$ cat config.mk
export PLATFORM = sky130hd
export DESIGN_NAME = ddr4_v2_2_20_carry_or_pipe
export DESIGN_NICKNAME = d
export VERILOG_FILES = /design/src/rtl/ddr4_v2_2_20_carry_or_pipe.sv
export SDC_FILE = /design/constraint.sdc
export NUM_CORES = 1
export LEC_CHECK = 0
export BUFFER_PORTS_ARGS = -buffer_cell sky130_fd_sc_hd__buf_2
export CAP_MARGIN = 20
export CELL_PAD_IN_SITES_DETAIL_PLACEMENT = 0
export CELL_PAD_IN_SITES_GLOBAL_PLACEMENT = 1
export CORE_MARGIN = 8
export CORE_UTILIZATION = 44
export CTS_CLUSTER_DIAMETER = 50
export DETAILED_ROUTE_END_ITERATION = 10
export GPL_TIMING_DRIVEN = 0
export PLACE_DENSITY = 0.84
export RECOVER_POWER = 100
export SYNTH_ARGS = -nofsm -noshare
export SYNTH_HDL_FRONTEND = slang
export SYNTH_SLANG_ARGS = --single-unit
export TNS_END_PERCENT = 30
$ cat constraint.sdc
create_clock -name ACLK -period 2 [get_ports ACLK]
set_input_delay 0.5 -clock ACLK [delete_from_list [all_inputs] [get_ports ACLK]]
set_output_delay 0.5 -clock ACLK [all_outputs]
set_load 0.01 [all_outputs]
$ cat src/rtl/ddr4_v2_2_20_carry_or_pipe.sv
// Pipelined wide OR/AND reduction: one segment is folded per stage, with a global-enable stall
// and an optional per-burst accumulate that is closed by S_LAST.
module ddr4_v2_2_20_carry_or_pipe #(
   parameter     C_FAMILY    = "rtl",
   parameter int C_WIDTH     = 32,
   parameter int C_SEG_WIDTH = 8,
   parameter int C_MODE      = 0,
   parameter int C_ACCUM     = 0
) (
   input  logic               ACLK,
   input  logic               ARESET,
   input  logic [C_WIDTH-1:0] S_DATA,
   input  logic               S_LAST,
   input  logic               S_VALID,
   output logic               S_READY,
   output logic               M_RESULT,
   output logic               M_VALID,
   input  logic               M_READY
);

   localparam int   NSTAGE = (C_WIDTH + C_SEG_WIDTH - 1) / C_SEG_WIDTH;
   localparam int   PAD_W  = NSTAGE * C_SEG_WIDTH;
   localparam logic IDENT  = (C_MODE != 0);

   function automatic logic red_seg(input logic carry, input logic [C_SEG_WIDTH-1:0] seg);
      if (C_MODE != 0) return carry & (&seg);
      else             return carry | (|seg);
   endfunction

   function automatic logic combine(input logic a, input logic b);
      if (C_MODE != 0) return a & b;
      else             return a | b;
   endfunction

   logic             en;
   logic             accept;
   logic [PAD_W-1:0] padded;
   logic             fin_vld;
   logic             fin_res;
   logic             fin_last;
   logic             acc;

   assign en      = ~M_VALID | M_READY;
   assign S_READY = en & ~ARESET;
   assign accept  = S_VALID & S_READY;

   // Pad the top segment with the identity value so it cannot change the result.
   always_comb begin
      padded              = {PAD_W{IDENT}};
      padded[C_WIDTH-1:0] = S_DATA;
   end

   genvar k;
   for (k = 0; k < NSTAGE; k++) begin : g_stage
      localparam int IN_W = PAD_W - k * C_SEG_WIDTH;
      logic [IN_W-1:0] rest_in;
      logic            carry_in;
      logic            vld_in;
      logic            last_in;
      logic            carry_p;
      logic            vld_p;
      logic            last_p;

      if (k == 0) begin : g_first
         assign rest_in  = padded;
         assign carry_in = IDENT;
         assign vld_in   = accept;
         assign last_in  = S_LAST;
      end else begin : g_next
         assign rest_in  = g_stage[k-1].g_rest.rest_p;
         assign carry_in = g_stage[k-1].carry_p;
         assign vld_in   = g_stage[k-1].vld_p;
         assign last_in  = g_stage[k-1].last_p;
      end

      // ---- stage k boundary: consume the low segment, forward the rest ----
      always_ff @(posedge ACLK) begin
         if (ARESET)  vld_p <= 1'b0;
         else if (en) vld_p <= vld_in;
      end

      always_ff @(posedge ACLK) begin
         if (en && vld_in) begin
            carry_p <= red_seg(carry_in, rest_in[C_SEG_WIDTH-1:0]);
            last_p  <= last_in;
         end
      end

      if (k < NSTAGE - 1) begin : g_rest
         logic [IN_W-C_SEG_WIDTH-1:0] rest_p;
         always_ff @(posedge ACLK) begin
            if (en && vld_in) rest_p <= rest_in[IN_W-1:C_SEG_WIDTH];
         end
      end
   end

   assign fin_vld  = g_stage[NSTAGE-1].vld_p;
   assign fin_res  = g_stage[NSTAGE-1].carry_p;
   assign fin_last = g_stage[NSTAGE-1].last_p;

   // ---- output boundary: per-beat result or per-burst accumulation ----
   always_ff @(posedge ACLK) begin
      if (ARESET) begin
         M_VALID  <= 1'b0;
         M_RESULT <= 1'b0;
         acc      <= IDENT;
      end else if (en) begin
         if (C_ACCUM == 0) begin
            M_VALID <= fin_vld;
            if (fin_vld) M_RESULT <= fin_res;
         end else begin
            M_VALID <= fin_vld & fin_last;
            if (fin_vld) begin
               if (fin_last) begin
                  M_RESULT <= combine(acc, fin_res);
                  acc      <= IDENT;
               end else begin
                  acc <= combine(acc, fin_res);
               end
            end
         end
      end
   end

endmodule
Word level (Yosys, flattened, before mapping)
Cells that the tools add are included.
Word-level totals
  bits in registers: 58
  latch bits: 0
  memories kept: 0
  memory bits (read-only): 0
  output and inout bits: 3
  logic and storage cells: 30
  input port bits: 37
  memory bits (writable): 0
Cells by class
  muxes and demuxes: 0
  add/sub/neg operators: 0
  reductions and logical operators: 9
  $mul: 0
  $lt $le $gt $ge: 0
  equality and inequality tests: 0
  div/mod/pow operators: 0
  shift operators: 0
  bitwise logic cells: 8
Operators by type and width (count)
  $reduce_or 8->1: 4
  $logic_and 1x1->1: 4
  $or 1x1->1: 4
  $and 1x1->1: 2
  $not 1->1: 2
  $reduce_and 2->1: 1

Longest topological paths before layout
Gate-level depths: netlist (run 1).
  depth in word-level cells: 5
  gate-level depth with buffers: 3
  gate-level depth less buffers: 3

Worst setup path after synthesis (run 1)
Ideal clock, no wire load.
  path type: input-to-reg
  start point: input M_READY
  end point: register g_stage[0].carry_p, enable pin
  buffers on the path: 0
  data arrival time: 1.503 ns
  required time: 1.616 ns
  setup time: 0.384 ns
  cell stages on the path: 3
  setup slack: 0.113 ns
  path through: and2b_4 > nor2_2 > and2_1
Between the ends
  cells in the longest elaborated chain, start to end: 4
RTL lines
  from (decl): line 18  | input logic M_READY
  $or 1x1->1: line 43  | assign en = ~M_VALID | M_READY;
  $and 1x1->1: line 44  | assign S_READY = en & ~ARESET;
  net S_READY: line 15  | output logic S_READY,
  $and 1x1->1: line 45  | assign accept = S_VALID & S_READY;
  $logic_and 1x1->1: line 83  | if (en && vld_in) begin
  to (signal assigned): line 84  | carry_p <= red_seg(carry_in, rest_in[C_SEG_WIDTH-1:0]);
  to (decl): line 60  | logic carry_p;
The timed path passes the listed nets, and every way through them passes these cells.
A chain may end at the register's enable or synchronous reset.

Final worst setup path (run 1)
  start point: register M_VALID
  end point: register g_stage[0].g_rest.rest_p[0], enable pin
Between the ends
  cells in the longest elaborated chain, start to end: 5
RTL lines
  from (decl): line 17  | output logic M_VALID,
  from (signal assigned): line 109  | M_VALID <= fin_vld;
  from (signal assigned): line 112  | M_VALID <= fin_vld & fin_last;
  $not 1->1 *: line 43
  $or 1x1->1 *: line 43
  $and 1x1->1: line 44
  $and 1x1->1: line 45
  $logic_and 1x1->1 *: line 92  | if (en && vld_in) rest_p <= rest_in[IN_W-1:C_SEG_WIDTH];
  to (signal assigned): line 92
  to (decl): line 90  | logic [IN_W-C_SEG_WIDTH-1:0] rest_p;
Mark *: on every way between the ends. The rest lies on a longest branch, timed or not.

==> results of run 1 <==
power by group:
| part | total [mW] | switching [mW] | internal [mW] | leakage [nW] |
|---|---|---|---|---|
| registers | 1.38 | 0.0104 | 1.37 | 0.523 |
| logic | 0.0688 | 0.0366 | 0.0321 | 0.216 |
| clock network | 0.804 | 0.386 | 0.418 | 0.0735 |
| total | 2.25 | 0.433 | 1.82 | 0.813 |
registers in the layout, indices dropped and copies added, names as in the netlist:
signal	flops
g_stage.g_rest.rest_p	48
g_stage.carry_p	3
M_RESULT	1
M_VALID	1
g_stage.vld_p	3
fin_res	1
fin_vld	1
final cells by class:
class	instances	area, sq um	area share [%]
Sequential cell	58	1680	73.8
Timing Repair Buffer	39	200	8.78
Multi-Input combinational cell	35	173	7.57
Clock buffer	9	124	5.43
Tap cell	50	62.6	2.74
Clock inverter	5	23.8	1.04
Inverter	4	15.0	0.659
worst max path at each step:
| stage | depth (start not counted) | end | start |
|---|---|---|---|
| after floorplan | 3 | g_stage[0].carry_p | M_READY |
| after global placement | 4 | g_stage[0].g_rest.rest_p[13] | M_READY |
| after detailed placement | 4 | g_stage[0].g_rest.rest_p[15] | M_READY |
| after CTS | 3 | g_stage[0].g_rest.rest_p[0] | M_VALID |
| after global routing | 4 | g_stage[0].g_rest.rest_p[0] | M_VALID |
| final | 4 | g_stage[0].g_rest.rest_p[0] | M_VALID |
cells by family after synthesis:
| family | after synthesis | synth area share, % |
|---|---|---|
| DFF | 58 | 89.7 |
| and+or+nand+nor | 28 | 7.61 |
| AOI/OAI and AO/OA | 7 | 1.87 |
| buffers and inverters | 4 | 0.801 |
stage by stage:
| step | area (sq um) | hold WS (ns) | setup slack (ns) |
|---|---|---|---|
| 2_1_floorplan | 1870 | 0.400 | 0.113 |
| 3_3_place_gp | 2130 | 0.403 | -0.0661 |
| 3_5_place_dp | 2130 | 0.405 | -0.133 |
| 4_1_cts | 2270 | 0.337 | 0.124 |
| 5_1_grt | 2280 | 0.326 | 0.161 |
| 6_report | 2280 | 0.352 | 0.285 |
cell usage in the layout (no fill, tap or decap), drive strengths merged:
cell | Yosys | final
inv | 4 | 4
clkbuf | 0 | 13
and2b | 1 | 1
edfxtp | 52 | 52
nor2 | 4 | 4
dfxtp | 6 | 6
nand2 | 9 | 9
a21oi | 6 | 6
buf | 0 | 35
nor4 | 5 | 5
clkinvlp | 0 | 1
nor3 | 3 | 3
clkinv | 0 | 4
and2 | 1 | 1
nand2b | 1 | 1
o21ai | 1 | 1
nand3 | 4 | 4
layer usage:
layer  up-vias  track usage [%]  share of wire [%]
met5         -                0                  0
met4         0             6.43               0.80
met3         8             5.74                6.9
met2        35             15.1                 53
met1       426             7.67                 39
li1        468                -                  -
==> results.txt, run 1 <==
Outcome - finished, final reports clean
Number of I/O port buffers - 38
Die W - 81.3 um
Die height - 81.3 um
Fin. Hold Viols - 0
Worst-Skew Late Latency - 0.32 ns
Setup_tns - 0 ns
PD cells - 988 nW/um^2
Fill cell count - 318
Worst r2r src - M_VALID
Finished Layout Cells - 200
# rows - 23
Gate Count Post-Synth - 97
DP HPWL - 1860 um
GPL Wtd Cong - 0.724
Vias/cell - 4.69
Boundary pin count - 40
Final cycle utilization of the critical path - 85.8%
Die outline area - 6600 sq um
Post-layout util - 56.2%
Number of CTS-inserted buffers - 9
Root Buffer - clkbuf_8
Layout cells sized above 1 - 31.3%
Worst Path Buf+Inv - 1
Largest net degree at the start of global routing - 26
1st-pass router iterations - 4
Setup crit end kind - register
Number of cells on the worst hold path - 1
# H-tree levels - 3
Vias - 937
Residual DRC - 0
Total Wirelength - 2630 um
Number of global-route vias before repair - 1006
CP Class - reg2reg
TritonCTS Sinks - 58
NumNets Final - 184
#FFs+latches synth - 58
Hold crit path type - in2reg
Worst R2R Path Depth - 4
WL/cell - 13.1 um
Final antenna-violating net count - 0
Fin. max-slew vios - 0
Top Family by Delay on Critical Path - simple AND/OR/NAND/NOR gates
Peak supply drop - 488 uV
# setup viols final - 0
Synth cell count leaders - edfxtp_1, nand2_1, a21oi_1, dfxtp_1, nor4_1
Reg clk slew, reported paths - 0.06 ns
Most common cell in the netlist - edfxtp_1
Slew margin rel. - 60.3%
Top post-synthesis cells by area - edfxtp_1, dfxtp_1, nand2_1
Unrepaired setup endpoints after global routing - false
Max Clk Rate - 583 MHz
ANT cells - 0
Worst setup SP type - register
Slowest stage delay, CP - 0.50 ns
Worst Path Required - 2.03 ns
CTS tree - done
Register area share after synthesis - 89.7%
1st-iter DRT viols - 65
R2R Path End - g_stage[0].g_rest.rest_p[0]
Number of hold buffers added after cts - 0
CTS max path bufs - 2
Final Power - 2.25 mW
Cts repair resizes - 0
Slew @ Worst Pin - 0.595 ns
Critical-path top delay cell - and2_1
Hold Crit Start - S_DATA[27]
Reg-to-reg slack, setup - 0.28 ns
Top-area cell type share of the netlist area - 83.3%
Critical path, cell by cell - and2b_1 -> nor2_1 -> and2_1 -> buf_8
First-pass GRT wire length - 4130 um
Tmin final - 1.72 ns
Post-synth EDFFs - 52
Max_cap viols - 0
Largest area contributor in the netlist - edfxtp_1
Worst Hold Endpoint - g_stage[0].g_rest.rest_p[19]
Worst-path maximum fanout - 14
Core area - 4060 sq um
Initial Utilization - 46.2%
Net Count, Synth - 134
Library cells used by synthesis - 14
GR Util All Layers - 9.05%
Synth Cell Area - 1870 sq um
Post-synth top flop - edfxtp_1
Placed insts - 185
Worst endpoint data arrival time - 1.74 ns
Lkg Pwr - 0.813 nW
Async SR Flop Fraction - 0%
Syn. warnings - 0
Fin Clk Skew - 0.00654 ns
Setup Fix Bufs, Post-CTS - 0
GR Overflow Total - 0
Area grow syn2layout - 21.6%
Synthesized area per cell - 19.3 sq um
Initial antenna violation count - 0
(Power assumes the default switching activity.)
==> run 2, diff against run 1 <==
--- a/config.mk
+++ b/config.mk
@@ -14,7 +14,7 @@
 export CTS_CLUSTER_DIAMETER = 50
 export DETAILED_ROUTE_END_ITERATION = 10
 export GPL_TIMING_DRIVEN = 0
-export PLACE_DENSITY = 0.84
+export PLACE_DENSITY_LB_ADDON = 0.1
 export RECOVER_POWER = 100
 export SYNTH_ARGS = -nofsm -noshare
 export SYNTH_HDL_FRONTEND = slang
==> run 2 against run 1 <==
  * Critical path depth shrank 1
  * Utilization grew 0.62 points
  * Sequential share of layout area shrank 0.80 points
  * Sequential power is essentially flat
  * Clock power grew 8.8%
  * Routed wire length grew 7.2%
  * Largest power group unchanged
  * Critical path type is now reg2out
  * Largest cell class unchanged
  * Critical endpoint is now S_READY
==> results.txt, run 2 (same netlist as run 1, synthesis figures left out) <==
Outcome - finished, final reports clean
ANT cells - 0 (unchanged)
Worst Path Buf+Inv - 1 (unchanged)
Worst setup SP type - register
Worst-path maximum fanout - 6 (-8)
Final antenna-violating net count - 0 (unchanged)
Critical-path top delay cell - dfxtp_1
Worst endpoint data arrival time - 1.19 ns (-0.55 ns)
Setup_tns - 0 ns (unchanged)
Reg-to-reg slack, setup - 0.31 ns (+0.02 ns)
Commonest non-fill, non-tap cells in the layout - edfxtp_1, buf_2, clkbuf_8, nand2_1, clkbuf_1
Vias - 958 (+2.2%)
Area of placed instances - 2130 sq um (unchanged)
Unrepaired setup endpoints after global routing - false
Area grow syn2layout - 23.0%
Number of hold buffers added after cts - 0 (unchanged)
Commonest non-fill, non-tap cell in the layout - edfxtp_1
Worst Hold Endpoint - g_stage[0].g_rest.rest_p[16]
Largest net degree at the start of global routing - 26 (unchanged)
Number of CTS-inserted buffers - 9 (unchanged)
Fin. Hold Viols - 0 (unchanged)
Worst Path Required - 1.50 ns (-0.53 ns)
CP Class - reg2out
Hold Crit Start - S_DATA[24]
Vias/cell - 4.74 (+1.2%)
Layout cells sized above 1 - 31.6% (+0.25 points)
Top flop regs - g_stage.g_rest.rest_p: 48 flops, g_stage.carry_p: 3 flops, g_stage.vld_p: 3 flops
Die height - 81.3 um (unchanged)
Number of cells on the worst hold path - 1 (unchanged)
Final Power - 2.33 mW (+3.3%)
Largest register FFs - 48 (unchanged)
Residual DRC - 0 (unchanged)
Fin. max-slew vios - 0 (unchanged)
Max Clk Rate - 591 MHz (+1.4%)
Slew @ Worst Pin - 0.664 ns (+0.0695 ns)
NumNets Final - 184 (unchanged)
Total Wirelength - 2820 um (+7.2%)
Initial Utilization - 46.2% (unchanged)
Max_cap viols - 0 (unchanged)
# H-tree levels - 3 (unchanged)
PD cells - 1010 nW/um^2 (+2.2%)
Worst-Skew Late Latency - 0.32 ns (about the same)
1st-pass router iterations - 4 (unchanged)
Slowest stage delay, CP - 0.33 ns (-0.17 ns)
Number of I/O port buffers - 38 (unchanged)
Crit path from - M_VALID
Slew margin rel. - 55.7% (-4.6 points)
R2R Path End - g_stage[0].g_rest.rest_p[6]
Worst R2R Path Depth - 4 (unchanged)
First-pass GRT wire length - 4480 um (+8.3%)
Core area - 4060 sq um (unchanged)
Lkg Pwr - 0.827 nW (+1.8%)
Boundary pin count - 40 (unchanged)
1st-iter DRT viols - 66 (+1.5%)
Worst r2r src - M_VALID
Setup Fix Bufs, Post-CTS - 0 (unchanged)
GPL Wtd Cong - 0.665 (-8.1%)
Biggest register - g_stage.g_rest.rest_p
GR Util All Layers - 9.52% (+0.48 points)
# setup viols final - 0 (unchanged)
Setup crit end kind - output pin
DP HPWL - 1870 um (+0.46%)
TritonCTS Sinks - 58 (unchanged)
CTS tree - done
CTS max path bufs - 2 (unchanged)
Critical path, cell by cell - and2b_1 -> nor2_1 -> clkbuf_1
Hold crit path type - in2reg
Number of global-route vias before repair - 1055 (+4.9%)
Setup WS post-layout - 0.308 ns (+0.0231 ns)
WL/cell - 13.9 um (+6.2%)
Peak supply drop - 503 uV (+3.0%)
Fin Clk Skew - 0.00882 ns (+0.00228 ns)
Die outline area - 6600 sq um (unchanged)
Cts repair resizes - 0 (unchanged)
Final cycle utilization of the critical path - 84.6% (-1.2 points)
Initial antenna violation count - 0 (unchanged)
Top Family by Delay on Critical Path - simple AND/OR/NAND/NOR gates
Reg clk slew, reported paths - 0.06 ns (about the same)
Post-route cell area - 2300 sq um (+1.1%)
# rows - 23 (unchanged)
Pre-CTS setup slack - -0.198 ns (-0.0649 ns)
Tmin final - 1.69 ns (-0.0231 ns)
GR Overflow Total - 0 (unchanged)
Die W - 81.3 um (unchanged)
Root Buffer - clkbuf_8
## run 2: cell types whose count changed in the layout (fill, tap and decap cells not counted)
cell        previous run  this run
and2_1                 1         0
buf_8                  1         0
clkbuf_1               4         8
and2_0                 0         1
buf_2                 34        35
clkbuf_16              0         1
clkinv_1               3         0
clkinvlp_4             1         0
clkbuf_8               9        10
## run 2: report_power, final
group          internal, mW  switching (mW)  leakage [nW]
Combinational        0.0341          0.0382         0.222
Sequential             1.37          0.0107         0.523
Clock                 0.484           0.391        0.0817
Total                  1.89           0.440         0.827
## run 2: worst max-delay path by stage
stage | end | cells after the start
global route | g_stage[0].g_rest.rest_p[3] | 4
global placement | g_stage[0].g_rest.rest_p[6] | 4
finish | S_READY | 3
CTS | g_stage[0].g_rest.rest_p[1] | 3
detailed placement | g_stage[0].carry_p | 4
floorplan | g_stage[0].carry_p | 3
## run 2: routing by layer
metal | up-vias | track usage [%] | part of all wire [%]
li1 | 467 | - | -
met1 | 449 | 9.50 | 41
met2 | 36 | 14.2 | 49
met3 | 6 | 6.62 | 8.2
met4 | 0 | 5.89 | 1.7
met5 | - | 0 | 0
## run 2: per-stage QoR
step	cells	util, %	hold slack [ns]
after floorplan	97	-	0.400
after global placement	185	52.4	0.401
after detailed placement	185	52.4	0.405
after CTS	201	56.4	0.333
after global routing	202	56.8	0.328
final	202	56.8	0.352
## run 2: area by class of cell
| type | instances | area [sq um] |
|---|---|---|
| Fill cell | 327 | 1750 |
| Clock buffer | 15 | 156 |
| Timing Repair Buffer | 39 | 211 |
| Tap cell | 50 | 62.6 |
| Multi-Input combinational cell | 35 | 173 |
| Sequential cell | 58 | 1680 |
| Clock inverter | 1 | 5.00 |
| Inverter | 4 | 15.0 |
==> run 3, diff against run 2 <==
--- a/config.mk
+++ b/config.mk
@@ -10,7 +10,7 @@
 export CELL_PAD_IN_SITES_DETAIL_PLACEMENT = 0
 export CELL_PAD_IN_SITES_GLOBAL_PLACEMENT = 1
 export CORE_MARGIN = 8
-export CORE_UTILIZATION = 44
+export CORE_UTILIZATION = 40
 export CTS_CLUSTER_DIAMETER = 50
 export DETAILED_ROUTE_END_ITERATION = 10
 export GPL_TIMING_DRIVEN = 0
==> constraint.sdc (replaced) <==
create_clock -name ACLK -period 1.4 [get_ports ACLK]
set_input_delay 0.35 -clock ACLK [delete_from_list [all_inputs] [get_ports ACLK]]
set_output_delay 0.35 -clock ACLK [all_outputs]
set_load 0.01 [all_outputs]
==> run 3 against run 2 <==
  * First-iteration DRC count decreased by 32%
  * Worst hold slack lost 0.15 ns
  * Combinational power rose by 41%
  * Routed wire length fell by 2.8%
  * Sequential power is 43% higher
  * Critical path depth did not move
  * Die area increased by 8.0%
  * Via count fell by 0.31%
  * Sequential cell count unchanged
  * Register-to-register slack got worse by 0.19 ns
  * Power is 43% higher
  * Critical path type unchanged
  * Largest cell class unchanged
  * Highest routed layer unchanged
==> results.txt, run 3 (same netlist as run 1, synthesis figures left out) <==
Commonest non-fill, non-tap cell in the layout - edfxtp_1
Fin. max-slew vios - 0 (unchanged)
Fin Clk Skew - 0.00373 ns (-0.00509 ns)
Total Wirelength - 2740 um (-2.8%)
Commonest non-fill, non-tap cells in the layout - edfxtp_1, buf_2, clkbuf_8, nand2_1, a21oi_1
GPL Wtd Cong - 0.677 (+1.7%)
Worst-Skew Late Latency - 0.32 ns (about the same)
Lkg Pwr - 0.835 nW (+0.91%)
Hold crit path type - in2reg
Slew @ Worst Pin - 0.341 ns (-0.324 ns)
Top flop regs - g_stage.g_rest.rest_p: 48 flops, g_stage.carry_p: 3 flops, g_stage.vld_p: 3 flops
Number of CTS-inserted buffers - 9 (unchanged)
Largest net degree at the start of global routing - 26 (unchanged)
GR Overflow Total - 0 (unchanged)
# H-tree levels - 3 (unchanged)
Worst endpoint data arrival time - 1.01 ns (-0.18 ns)
Initial Utilization - 40.5% (-5.7 points)
Critical path, cell by cell - and2b_4 -> nor2_4 -> buf_6
ANT cells - 0 (unchanged)
Setup crit end kind - output pin
Peak supply drop - 708 uV (+41%)
Vias/cell - 4.64 (-2.2%)
Slowest stage delay, CP - 0.33 ns (about the same)
Worst-path maximum fanout - 3 (-3)
Biggest register - g_stage.g_rest.rest_p
GR Util All Layers - 9.05% (-0.47 points)
Final Power - 3.33 mW (+43%)
Final antenna-violating net count - 0 (unchanged)
Critical-path top delay cell - dfxtp_2
Final cycle utilization of the critical path - 97.4%
NumNets Final - 184 (unchanged)
Root Buffer - clkbuf_8
First-pass GRT wire length - 4750 um (+6.0%)
Die outline area - 7130 sq um (+8.0%)
DP HPWL - 1900 um (+1.6%)
Die W - 84.5 um (+3.9%)
Number of I/O port buffers - 38 (unchanged)
Unrepaired setup endpoints after global routing - true
Boundary pin count - 40 (unchanged)
Slew margin rel. - 77.2% (+22 points)
Initial antenna violation count - 0 (unchanged)
Worst Path Required - 1.05 ns (-0.45 ns)
Number of global-route vias before repair - 1134 (+7.5%)
Die height - 84.5 um (+3.9%)
Max_cap viols - 0 (unchanged)
WL/cell - 13.3 um (-4.7%)
Worst setup SP type - register
Fin. Hold Viols - 0 (unchanged)
Final hold slack - 0.201 ns (-0.151 ns)
# setup viols final - 0 (unchanged)
CTS max path bufs - 2 (unchanged)
Reg clk slew, reported paths - 0.06 ns (about the same)
Max Clk Rate - 734 MHz
Tmin final - 1.36 ns
Outcome - finished, final reports clean
Residual DRC - 0 (unchanged)
Area grow syn2layout - 23.9%
Layout cells sized above 1 - 38.2% (+6.6 points)
PD cells - 1430 nW/um^2 (+42%)
# rows - 25 (+8.7%)
Largest register FFs - 48 (unchanged)
CP Class - reg2out
CTS tree - done
1st-iter DRT viols - 45 (-32%)
TritonCTS Sinks - 58 (unchanged)
Vias - 955 (-0.31%)
1st-pass router iterations - 4 (unchanged)
Core area - 4630 sq um (+14%)
==> run 3: metal layers <==
layer  part of all wire (%)  GRT usage [%]  vias up
met1                     38           7.59      450
met5                      0              0        -
met3                    5.5           5.17        7
met2                     54           15.5       29
li1                       -              -      469
met4                    2.5           6.80        0
==> run 3: worst paths after layout <==
path | to | slack (ns) | depth (start not counted) | start
setup / recovery | S_READY | 0.04 | 3 | M_VALID
hold / removal | g_stage[0].g_rest.rest_p[3] | 0.20 | 1 | S_DATA[11]
setup reg to reg | g_stage[1].g_rest.rest_p[0] | 0.12 | 3 | M_VALID
hold reg to reg | g_stage[2].g_rest.rest_p[5] | 0.42 | 0 | g_stage[1].g_rest.rest_p[13]
==> run 3: worst max-delay path, delay by kind of cell, from the launching register on <==
kind / cells / cell delay, ns
flops: 1 / 0.33
simple gates: 2 / 0.26
buf+inv: 1 / 0.11
==> run 3: report_power, final <==
group / switching [mW] / total (mW) / internal (mW)
clock: 0.572 / 1.25 / 0.682
sequential: 0.0148 / 1.97 / 1.95
combinational: 0.0539 / 0.102 / 0.0484
total: 0.641 / 3.33 / 2.68
==> run 3: what timing repair did <==
item | 4_1_cts | 5_1_grt
setup buffers | 1 | 0
endpoints found under the setup margin | 3 | 18
gates resized for setup | 1 | 3
hold buffers | 0 | 0
endpoints found under the hold margin | 0 | 0
==> run 3: layout make-up <==
class,count,area [sq um]
timing repair buffer,39,204
clock inverter,3,15.0
tap,54,67.6
multi-input combinational,35,185
fill,409,2310
clock buffer,13,149
inverter,4,18.8
sequential,58,1680
==> run 3: stage by stage <==
step                setup TNS, ns  setup slack, ns  cells  cell area, sq um  util, %
floorplan                       0           0.0696     97              1880        -
global placement            -2.61           -0.127    189              2130     46.1
detailed placement          -3.58           -0.151    189              2130     46.1
CTS                      -0.00738         -0.00738    206              2310     49.8
global route              -0.0275          -0.0275    206              2320     50.2
finish                          0           0.0370    206              2320     50.2
